[config.mk]
export PLATFORM = sky130hd
export DESIGN_NAME = uart_ctrl
export DESIGN_NICKNAME = d
export VERILOG_FILES = /design/src/rtl/uart_pkg.sv /design/src/rtl/uart_ctrl_fifo.sv /design/src/rtl/uart_ctrl.sv
export SDC_FILE = /design/constraint.sdc
export NUM_CORES = 1
export LEC_CHECK = 0
export CORE_MARGIN = 1
export CORE_UTILIZATION = 25
export CTS_BUF_LIST = sky130_fd_sc_hd__clkbuf_16
export CTS_CLUSTER_SIZE = 40
export DETAILED_ROUTE_END_ITERATION = 12
export HOLD_SLACK_MARGIN = 0.02
export PLACE_DENSITY = 0.6
export SLEW_MARGIN = 20
export SYNTH_ARGS = -nofsm -noshare
export SYNTH_HDL_FRONTEND = slang
export SYNTH_SLANG_ARGS = --single-unit
[constraint.sdc]
create_clock -name clk -period 4.3 [get_ports clk]
set_clock_uncertainty 0.15 [all_clocks]
set_input_delay 1.075 -clock clk [delete_from_list [all_inputs] [get_ports clk]]
set_output_delay 1.075 -clock clk [all_outputs]
set_load 0.02 [all_outputs]
[src/rtl/uart_pkg.sv]
// rtl/uart_pkg.sv - shared addresses, CON bit positions and TX states for uart_ctrl
package uart_pkg;
    localparam logic [31:0] UART_ADDR_TXD = 32'h4000_0018;
    localparam logic [31:0] UART_ADDR_RXD = 32'h4000_001C;
    localparam logic [31:0] UART_ADDR_CON = 32'h4000_0020;

    localparam int CON_RX_IE    = 0;
    localparam int CON_TX_IE    = 1;
    localparam int CON_RX_AVAIL = 2;
    localparam int CON_TX_READY = 3;
    localparam int CON_RX_OVR   = 4;
    localparam int CON_LPBK     = 5;

    localparam logic [1:0] TX_IDLE = 2'd0;
    localparam logic [1:0] TX_REQ  = 2'd1;
    localparam logic [1:0] TX_BUSY = 2'd2;
endpackage

[src/rtl/uart_ctrl_fifo.sv]
// rtl/uart_ctrl_fifo.sv - byte FIFO for received data, DEPTH a power of two
module uart_ctrl_fifo
    import uart_pkg::*;
#(
    parameter int DEPTH = 4
) (
    input  logic       clk,
    input  logic       reset,
    input  logic       push,
    input  logic [7:0] push_data,
    input  logic       pop,
    output logic       full,
    output logic       empty,
    output logic [7:0] head
);
    localparam int AW = $clog2(DEPTH);

    logic [AW-1:0] wr_ptr_q, wr_ptr_d;
    logic [AW-1:0] rd_ptr_q, rd_ptr_d;
    logic [AW:0]   count_q, count_d;
    logic [7:0]    mem_q [DEPTH];
    logic          do_push, do_pop;

    assign empty = (count_q == '0);
    assign full  = (count_q == (AW+1)'(DEPTH));
    assign head  = mem_q[rd_ptr_q];

    // A pop frees a slot in the same cycle, so a full FIFO still accepts a push alongside it.
    always_comb begin
        do_pop   = pop & ~empty;
        do_push  = push & (~full | do_pop);
        wr_ptr_d = wr_ptr_q + AW'(do_push);
        rd_ptr_d = rd_ptr_q + AW'(do_pop);
        count_d  = count_q + (AW+1)'(do_push) - (AW+1)'(do_pop);
    end

    always_ff @(posedge clk) begin
        if (reset) begin
            wr_ptr_q <= '0;
            rd_ptr_q <= '0;
            count_q  <= '0;
        end else begin
            wr_ptr_q <= wr_ptr_d;
            rd_ptr_q <= rd_ptr_d;
            count_q  <= count_d;
        end
    end

    always_ff @(posedge clk) begin
        if (do_push) mem_q[wr_ptr_q] <= push_data;
    end
endmodule

[src/rtl/uart_ctrl.sv]
// rtl/uart_ctrl.sv - UART controller: status syncs, RX FIFO, TX holding reg/FSM, IRQ; optional UART_CTRL_LOOPBACK_EN
module uart_ctrl
    import uart_pkg::*;
#(
    parameter int          RX_DEPTH = 4,
    parameter logic [31:0] ADDR_TXD = UART_ADDR_TXD,
    parameter logic [31:0] ADDR_RXD = UART_ADDR_RXD,
    parameter logic [31:0] ADDR_CON = UART_ADDR_CON
) (
    input  logic        clk,
    input  logic        reset,
    input  logic [31:0] addr,
    input  logic        rd,
    input  logic        wr,
    input  logic [31:0] wdata,
    output logic [31:0] rdata,
    input  logic [7:0]  rx_data,
    input  logic        rx_status,
    output logic [7:0]  tx_data,
    output logic        tx_en,
    input  logic        tx_status,
    output logic        irq
);
    logic       rx_s1_q, rx_s1_d, rx_s2_q, rx_s2_d, rx_s3_q, rx_s3_d;
    logic       tx_s1_q, tx_s1_d, tx_s2_q, tx_s2_d;
    logic [1:0] state_q, state_d;
    logic [7:0] hold_q, hold_d, tx_data_q, tx_data_d;
    logic       hold_full_q, hold_full_d;
    logic       rx_ie_q, rx_ie_d, tx_ie_q, tx_ie_d, rx_ovr_q, rx_ovr_d;
    logic       irq_q, irq_d;
    logic       lpbk;
    logic       wr_txd, wr_con, rd_rxd;
    logic       fifo_push, fifo_full, fifo_empty;
    logic [7:0] fifo_push_data, fifo_head;
    logic [31:0] con_val;
    logic       unused_wdata;

`ifdef UART_CTRL_LOOPBACK_EN
    logic lpbk_q, lpbk_d;
    assign lpbk = lpbk_q;
`else
    assign lpbk = 1'b0;
`endif

    assign unused_wdata = ^wdata[31:8];
    assign wr_txd = wr & (addr == ADDR_TXD);
    assign wr_con = wr & (addr == ADDR_CON);
    assign rd_rxd = rd & (addr == ADDR_RXD);

    always_comb begin
        rx_s1_d = rx_status;
        rx_s2_d = rx_s1_q;
        rx_s3_d = rx_s2_q;
        tx_s1_d = tx_status;
        tx_s2_d = tx_s1_q;
        state_d = state_q;
        hold_d = hold_q;
        hold_full_d = hold_full_q;
        tx_data_d = tx_data_q;
        rx_ie_d = rx_ie_q;
        tx_ie_d = tx_ie_q;
        rx_ovr_d = rx_ovr_q;
        fifo_push = rx_s2_q & ~rx_s3_q & ~lpbk;
        fifo_push_data = rx_data;
`ifdef UART_CTRL_LOOPBACK_EN
        lpbk_d = lpbk_q;
`endif
        case (state_q)
            TX_IDLE: begin
                if (hold_full_q) begin
`ifdef UART_CTRL_LOOPBACK_EN
                    if (lpbk_q) begin
                        fifo_push = 1'b1;
                        fifo_push_data = hold_q;
                        hold_full_d = 1'b0;
                    end else
`endif
                    begin
                        state_d = TX_REQ;
                        tx_data_d = hold_q;
                        hold_full_d = 1'b0;
                    end
                end
            end
            TX_REQ:  if (tx_s2_q) state_d = TX_BUSY;
            TX_BUSY: if (!tx_s2_q) state_d = TX_IDLE;
            default: state_d = TX_IDLE;
        endcase
        if (wr_txd && !hold_full_q) begin
            hold_d = wdata[7:0];
            hold_full_d = 1'b1;
        end
        if (wr_con) begin
            rx_ie_d = wdata[CON_RX_IE];
            tx_ie_d = wdata[CON_TX_IE];
            if (wdata[CON_RX_OVR]) rx_ovr_d = 1'b0;
`ifdef UART_CTRL_LOOPBACK_EN
            lpbk_d = wdata[CON_LPBK];
`endif
        end
        // A fresh overrun outranks a simultaneous clear so the event is never lost.
        if (fifo_push && fifo_full && !rd_rxd) rx_ovr_d = 1'b1;
        irq_d = (rx_ie_q & ~fifo_empty) | (tx_ie_q & ~hold_full_q & (state_q == TX_IDLE));
    end

    uart_ctrl_fifo #(.DEPTH(RX_DEPTH)) u_fifo (
        .clk       (clk),
        .reset     (reset),
        .push      (fifo_push),
        .push_data (fifo_push_data),
        .pop       (rd_rxd),
        .full      (fifo_full),
        .empty     (fifo_empty),
        .head      (fifo_head)
    );

    always_ff @(posedge clk) begin
        if (reset) begin
            rx_s1_q <= 1'b0; rx_s2_q <= 1'b0; rx_s3_q <= 1'b0;
            tx_s1_q <= 1'b0; tx_s2_q <= 1'b0;
            state_q <= TX_IDLE;
            hold_q <= 8'h00; hold_full_q <= 1'b0; tx_data_q <= 8'h00;
            rx_ie_q <= 1'b0; tx_ie_q <= 1'b0; rx_ovr_q <= 1'b0;
            irq_q <= 1'b0;
`ifdef UART_CTRL_LOOPBACK_EN
            lpbk_q <= 1'b0;
`endif
        end else begin
            rx_s1_q <= rx_s1_d; rx_s2_q <= rx_s2_d; rx_s3_q <= rx_s3_d;
            tx_s1_q <= tx_s1_d; tx_s2_q <= tx_s2_d;
            state_q <= state_d;
            hold_q <= hold_d; hold_full_q <= hold_full_d; tx_data_q <= tx_data_d;
            rx_ie_q <= rx_ie_d; tx_ie_q <= tx_ie_d; rx_ovr_q <= rx_ovr_d;
            irq_q <= irq_d;
`ifdef UART_CTRL_LOOPBACK_EN
            lpbk_q <= lpbk_d;
`endif
        end
    end

    assign con_val = {26'b0, lpbk, rx_ovr_q, ~hold_full_q, ~fifo_empty, tx_ie_q, rx_ie_q};

    always_comb begin
        rdata = 32'h0;
        if (addr == ADDR_TXD)      rdata = {24'b0, hold_q};
        else if (addr == ADDR_RXD) rdata = fifo_empty ? 32'h0 : {24'b0, fifo_head};
        else if (addr == ADDR_CON) rdata = con_val;
    end

    assign tx_en   = (state_q == TX_REQ);
    assign tx_data = tx_data_q;
    assign irq     = irq_q;
endmodule
==> results of run 1 <==
==> path summary, 6_finish.rpt <==
kind / from / endpoint / cells after the start
hold / removal: tx_s1_q$_SDFF_PP0_ / tx_s2_q$_SDFF_PP0_ / 1
setup / recovery: addr[17] / rdata[2] / 7
setup reg to reg: u_fifo.count_q[1]$_SDFF_PP0_ / u_fifo.count_q[2]$_SDFF_PP0_ / 8
hold reg to reg: tx_s1_q$_SDFF_PP0_ / tx_s2_q$_SDFF_PP0_ / 1
==> flip-flops by register name, summed over array words and instances (netlist names), 2 cells and up <==
register and count:
u_fifo.mem_q 32, hold_q 8, tx_data 8, u_fifo.count_q 3, state_q 2, u_fifo.rd_ptr_q 2
u_fifo.wr_ptr_q 2
==> placed cells by master (no fill, tap or decap), drive strengths merged, types with 3 or more instances in the layout <==
cell and instances:
nand2 27, dfxtp 35, a21oi 10, mux2 3
clkdlybuf4s50 59, mux2i 10, nor2 25, nor2b 11
nand3 3, o21ai 7, or4 5, conb 24
mux4 8, nand2b 3, buf 34, clkinvlp 3
a22oi 4, xnor2 3, nor4b 3, edfxtp 32
nor4 9, inv 15, clkbuf 9, nor3 4
==> logic make-up after synthesis <==
kind of cell,count (synthesis),share of synthesized area (%)
flip-flops,67,55.7
other,1,0.126
XOR/XNOR,4,1.17
multiplexers,21,10.5
buffers and inverters,42,8.30
AO/OA/AOI/OAI,26,5.20
adder cells (fa/ha/maj),3,1.51
AND/OR/NAND/NOR,98,17.5
==> per-stage QoR <==
step / cell area (um2) / utilization [%]
after floorplan: 3070 / -
after global placement: 3920 / 34.0
after detailed placement: 3920 / 34.0
after CTS: 4240 / 36.8
after global routing: 4310 / 37.4
final: 4310 / 37.4
==> power by group <==
group,internal (mW),total [mW],switching [mW]
registers,0.675,0.678,0.00326
logic,0.0577,0.110,0.0525
clock network,0.398,0.681,0.283
total,1.13,1.47,0.339
==> per-layer routing <==
metal / global-route usage (%) / vias up / wire (um)
met3: 3.06 / 11 / 289
met2: 20.0 / 62 / 3460
met5: 0 / - / 0
met4: 4.59 / 0 / 104
met1: 13.3 / 1060 / 2830
li1: - / 1092 / -
==> final cells by class <==
type | count | area share [%]
Tap cell | 143 | 4.15
Clock inverter | 7 | 1.39
Timing Repair Buffer | 97 | 20.7
Clock buffer | 9 | 5.22
Multi-Input combinational cell | 176 | 28.9
Inverter | 12 | 1.04
Sequential cell | 67 | 38.5
==> timing repair <==
action,4_1_cts,5_1_grt
hold endpoints to repair,0,0
pin swaps,5,5
resized for setup,65,10
buffers inserted,2,3
setup endpoints to repair,8,8
==> summary by stage, run 1 <==
Outcome
The flow ran to the end, but the final reports show violations. The final reports fail on design-rule violations.

Synthesis
By count the netlist is led by sky130_fd_sc_hd__dfxtp_1 (35), sky130_fd_sc_hd__edfxtp_1 (32), sky130_fd_sc_hd__nand2_1 (27). In this run the mean area of a mapped cell was approximately 11 um2. The top cell type by area accounts for 32.2% of the synthesized area. After synthesis the netlist holds a flip-flop and latch count of 67. The number of enable flip-flop cells after synthesis is 32. Synthesis instantiated 41 different standard cells from the library.

The biggest area consumer among synthesized cells is sky130_fd_sc_hd__edfxtp_1. Among all flip-flop cells after synthesis, the most frequent one is sky130_fd_sc_hd__dfxtp_1. The share of async-settable or async-resettable flops after synthesis is 0%.

The Yosys step of the flow raised 0 warnings. The most common cell in the synthesized netlist is sky130_fd_sc_hd__dfxtp_1. The cell area after technology mapping is approximately 0.0030 mm2.

In the synthesized netlist, the number of instances is roughly 260. The sequential-to-total area share from yosys stat is a little under three fifths. Yosys attributes the largest share of cell area to sky130_fd_sc_hd__edfxtp_1 (32%), sky130_fd_sc_hd__dfxtp_1 (23%), sky130_fd_sc_hd__buf_4 (6.0%).

Final layout
The net count of the finished layout is 444. The multi-input combinational cells in the finished layout cover a total of 0.00125 mm2. The sequential cell area is 0.00166 mm2. The number of diodes is 0. The signed area change from the synthesized netlist to the final layout is 44.4%. After filler insertion, the fill cell instance count of the layout stands at ~1100.

The fraction of layout cells with a size suffix above 1 is 22.6%. For this run, the number of standard cells in the final layout without fillers is between 500 and 600.

Global routing
Entering global routing, the biggest net connects 24 pins. For this run, the total global-route usage over all layers was measured as 11.5%. The total congestion overflow after global routing is 0. The initial antenna violation count is 0. The first global-routing pass estimated ~11000 um of wire. The number of global-route vias before repair is 2251.

CTS
Counting every sink on the clock net gives 67. After clock tree synthesis, the clock-pin slew on the worst setup and hold paths is around 0.06 ns. The number of buffers inserted during clock tree synthesis is 9.

The buffer cell driving the clock tree root is sky130_fd_sc_hd__clkbuf_16. TritonCTS built the clock tree. The clock latency of the later-clocked register in the worst-skew pair is between 0.3 and 0.4 ns. Buffers inserted to repair hold after CTS numbered 0. The maximum root-to-sink buffer count is 2. The clock tree synthesis step divided the H-tree into 3 levels.

Placed design
Buffers placed on the I/O ports in this run total 71. Before CTS, the worst setup slack after placement is -0.708 ns. The cell count after placement is 490.

The congestion estimate from routability-driven global placement came to ~0.74. The HPWL after detailed placement is around 5000 um.

Timing
Adding up every negative setup slack in the final design gives 0 ns. The number of hold violations in the final report is 0. Of the available clock period, the critical path in the final layout requires between 90% and 100%. The total count of max-transition violations in the final report is 0. The slack of the critical path is between 0.04 and 0.05 ns. The transition time at the pin with the least slew margin is 0.834 ns. The shortest period the worst path allows is approximately 4.3 ns. Derived from the worst setup path, the maximum achievable clock frequency is between 200 and 250 MHz.

The worst relative slew slack is a little over two fifths. Setup violations remaining at the end of the flow were counted as 0. The worst hold-check slack is around 0.29 ns.

Setup path
Of all nets on the critical path, the largest fanout is 6. In this run the register-to-register setup slack is 1.84 ns. Among all stages on the critical path, the largest delay is contributed by sky130_fd_sc_hd__or4_1. The cell family contributing the most delay on the critical path is simple AND/OR/NAND/NOR gates. Counting both buffers and inverters, the worst setup path holds a total of 3.

The category of the most critical setup path is in2out. The worst setup path is launched from an input port. At the worst endpoint, the arrival time is approximately 3 ns.

The signal on the critical path passes through clkdlybuf4s50_1 -> nor4_2 -> nand4_1 -> buf_6 -> or4_1 -> o22ai_2 -> buf_4. The worst setup path is captured at a primary output. The largest single stage delay on the critical path is approximately 0.54 ns. STA puts the critical path data required time at about 3 ns.

Pwr
Summed over all cells, the static leakage comes to 1.57 nW. For this design the ratio of total power to cell area is around 340 mW/mm2. IR analysis of the VDD net gives a maximum drop of ~0.00014 V. Summing internal, switching and leakage power gives around 1.5 mW.

Route
The DRC violation count after routing is 19. The first-pass detailed-route iteration total is 9. Summing over every cut layer, the via total after detailed routing is approximately 2200. The antenna violation net count after detailed routing is 0. In the final routed layout, each cell accounts on average for about 13 um. In the routed layout, each cell is associated on average with a via count of ~4.4. For this block, the routed nets add up to around 6700 um of wire. The number of violations reported at the end of detailed-routing iteration 0 is 81.

Floorplan
The die is roughly 110 um tall. The floorplan step defined a die boundary enclosing 0.0124 mm2. The core outline area is approximately 0.012 mm2. The horizontal die dimension is roughly 110 um. After floorplanning, the core was divided into 39 placement rows. The number of top-level pins is 120. The starting utilization of the core area is 25.9%.

Worst hold path
The worst hold path belongs to the class reg2reg.

Flow run
The number of maximum-capacitance violations is 0.
(Power assumes the default switching activity.)
==> run 2, diff against run 1 <==
--- a/config.mk
+++ b/config.mk
@@ -10,8 +10,9 @@
 export CTS_BUF_LIST = sky130_fd_sc_hd__clkbuf_16
 export CTS_CLUSTER_SIZE = 40
 export DETAILED_ROUTE_END_ITERATION = 12
+export GPL_ROUTABILITY_DRIVEN = 0
 export HOLD_SLACK_MARGIN = 0.02
-export PLACE_DENSITY = 0.6
+export PLACE_DENSITY_LB_ADDON = 0.25
 export SLEW_MARGIN = 20
 export SYNTH_ARGS = -nofsm -noshare
 export SYNTH_HDL_FRONTEND = slang
==> run 2 against run 1 <==
Combinational power barely moved. Total power is 3.8% higher. The flow still finishes with violations (design-rule violations). Flip-flop and latch count is the same.
==> summary by stage, run 2 (same netlist as run 1, synthesis figures left out) <==
Outcome
The run finished, with violations left. The checks that failed: design-rule violations.

CTS
The buffer cell driving the clock tree root is sky130_fd_sc_hd__clkbuf_16. The number of buffers inserted during clock tree synthesis is 9 (unchanged). The clock-pin transition on the worst setup and hold timing paths is 0.05 ns (about the same). The clock sink total is 67 (unchanged). The clock latency of the later-clocked register in the worst-skew pair came to 0.33 ns (about the same). The maximum root-to-sink buffer count was 2 (unchanged). The H-tree depth is 3 (unchanged).

The clock tree from TritonCTS is yes.

Final layout
In the layout the commonest cells are sky130_fd_sc_hd__clkdlybuf4s50_1 (52), sky130_fd_sc_hd__dfxtp_1 (35), sky130_fd_sc_hd__edfxtp_1 (32). Counting flops per register, the top entry is u_fifo.mem_q. The net count of the finished layout was 444 (unchanged).

The number of standard cells in the layout, taps in and fillers out is 511 (unchanged). Leaving out fill and tap cells, the most frequent cell in the layout is sky130_fd_sc_hd__clkdlybuf4s50_1. The number of flip-flops under the largest register name is 32 (unchanged). The number of diodes is 0 (unchanged). The number of inserted filler cells in the final layout came to 1125 (-0.35%).

The fraction of layout cells with a size suffix above 1 is 24.2% (+1.6 points). The signed area change from the synthesized netlist to the final layout is 50.2%.

Placed design
The placed wire-length estimate came to 5010 um (+0.79%). The cell count after placement is 491 (+0.20%). The count of port buffers added during placement came to 71 (unchanged). The minimum setup slack after placement was -0.679 ns (+0.0294 ns).

Timing
The sum of negative setup slack is 0 ns (unchanged). The number of hold violations in the final report is 0 (unchanged). The worst hold-check slack is 0.283 ns (-0.00354 ns).

The shortest period the worst path allows is 4.21 ns (-0.0454 ns). The maximum clock frequency is 237 MHz (+1.1%). The final period utilization is 98.0% (-1.1 points). The worst relative slew slack is 36.8% (-7.1 points). The total count of max-transition violations in the final report is 0 (unchanged). The count of final setup violators came to 0 (unchanged). The transition time at the pin with the least slew margin is 0.940 ns (+0.106 ns). The slack of the critical path is 0.0856 ns (+0.0454 ns).

Setup path
STA classifies the critical path endpoint as a primary output. For this design, the slowest cell found on the critical path is sky130_fd_sc_hd__or4_4. The critical path required time came to 3.07 ns (about the same). The signal on the critical path passes through dlygate4sd2_1 -> or4_4 -> or4_4 -> nor3_4 -> buf_6 -> buf_6 -> nand2_1 -> o21ai_4 -> buf_6.

The delay contributed by the slowest stage of the critical path was 0.50 ns (-0.04 ns). STA classifies the critical path startpoint as an input port. The cell repeated most along the worst path is sky130_fd_sc_hd__buf_6. The kind of cell with the highest combined delay on the critical path is simple AND/OR/NAND/NOR gates. The largest driver fanout on the critical path is 7 (+1).

The category of the most critical setup path is in2out. The signal arrival time at the worst endpoint is 2.99 ns (-0.04 ns). The count of buffer and inverter cells on the critical path is 4 (+1).

Global routing
The total congestion overflow after global routing is 0 (unchanged). The overall routing resource usage came to 11.7% (+0.22 points). The wire length of the first global-routing pass is 11300 um (+2.6%). The initial antenna violation count came to 0 (unchanged).

The number of global-route vias before repair is 2267 (+0.71%). The pin count of the biggest net entering global routing is 21 (-13%).

Floorplan
The overall die height came to 111 um (unchanged). The number of placement rows was 39 (unchanged). The starting utilization of the core area was 25.9% (unchanged). The core outline area came to 0.0115 mm2 (unchanged). The horizontal die dimension is 111 um (unchanged). The die outline area is 0.0124 mm2 (unchanged). The number of top-level pins is 120 (unchanged).

Route
The number of violations reported at the end of detailed-routing iteration 0 is 66 (-19%). The first-pass detailed-route iteration total is 9 (unchanged). The DRC violation count after routing is 12 (-7). The via density per instance is 4.39 (+0.85%). The via count is 2244 (+0.85%).

The average detailed-routed wire length per instance came to 13.6 um (+3.7%). The antenna violation net count after detailed routing is 0 (unchanged). The total wire length after detailed routing was 6930 um (+3.7%).

Worst hold path
The type of the most critical hold path is reg2reg.

Pwr
The cell leakage power is 1.69 nW (+7.7%). The peak supply drop is 0.000210 V (+51%). The power per cell area is 340 mW/mm2 (-0.17%). The total chip power is 1.53 mW (+3.8%).

Flow run
The number of maximum-capacitance violations is 0 (unchanged).
-- run 2: cell count changes in the layout (fill, tap and decap cells not counted), moves of 2 or more --
cell and delta:
sky130_fd_sc_hd__buf_4 -8, sky130_fd_sc_hd__buf_6 +8, sky130_fd_sc_hd__clkdlybuf4s50_1 -7, sky130_fd_sc_hd__dlymetal6s2s_1 +7, sky130_fd_sc_hd__o21ai_4 +7, sky130_fd_sc_hd__o21ai_2 -4
sky130_fd_sc_hd__clkinv_4 +2, sky130_fd_sc_hd__clkinvlp_4 -2, sky130_fd_sc_hd__o21ai_0 -2
-- run 2: area by class of cell --
cell class                      instances  area [um2]  area share (%)
Sequential cell                        67        1660            37.1
Multi-Input combinational cell        176        1340            29.9
Timing Repair Buffer                   97         955            21.3
Clock buffer                            9         225            5.02
Tap cell                              143         179            3.99
Clock inverter                          7        77.6            1.73
Inverter                               12        45.0            1.00
-- run 2: final timing paths --
path / start / endpoint / slack, ns / depth (start not counted)
worst max-delay path: addr[6] / rdata[6] / 0.09 / 9
worst min-delay path: rx_s1_q$_SDFF_PP0_ / rx_s2_q$_SDFF_PP0_ / 0.28 / 1
worst max register to register: u_fifo.count_q[1]$_SDFF_PP0_ / u_fifo.count_q[2]$_SDFF_PP0_ / 1.72 / 8
worst min register to register: rx_s1_q$_SDFF_PP0_ / rx_s2_q$_SDFF_PP0_ / 0.28 / 1
-- run 2: layer usage --
| metal | wire length [um] | part of all wire, % | track usage (%) |
|---|---|---|---|
| met1 | 2860 | 41 | 13.3 |
| met4 | 119 | 1.7 | 4.77 |
| met2 | 3700 | 53 | 21.0 |
| met5 | 0 | 0 | 0 |
| met3 | 250 | 3.6 | 2.68 |
-- run 2: repair_timing --
action / 4_1_cts / 5_1_grt
setup endpoints to repair: 8 / 8
endpoints found under the hold margin: 0 / 0
resized for setup: 69 / 43
setup buffers: 2 / 2
pin swaps: 6 / 17
hold buffers: 0 / 0
-- run 2: through the flow --
stage / cell area, um2 / utilization, %
2_1_floorplan: 3070 / -
3_5_place_dp: 3920 / 34.1
3_3_place_gp: 3920 / 34.1
4_1_cts: 4270 / 37.1
6_report: 4480 / 38.9
5_1_grt: 4480 / 38.9
-- run 2: where the power goes --
group	switching [mW]	leakage, nW	total, mW	internal [mW]
clock	0.284	0.146	0.736	0.452
sequential	0.00307	0.572	0.678	0.675
combinational	0.0540	0.973	0.112	0.0575
total	0.341	1.69	1.53	1.18
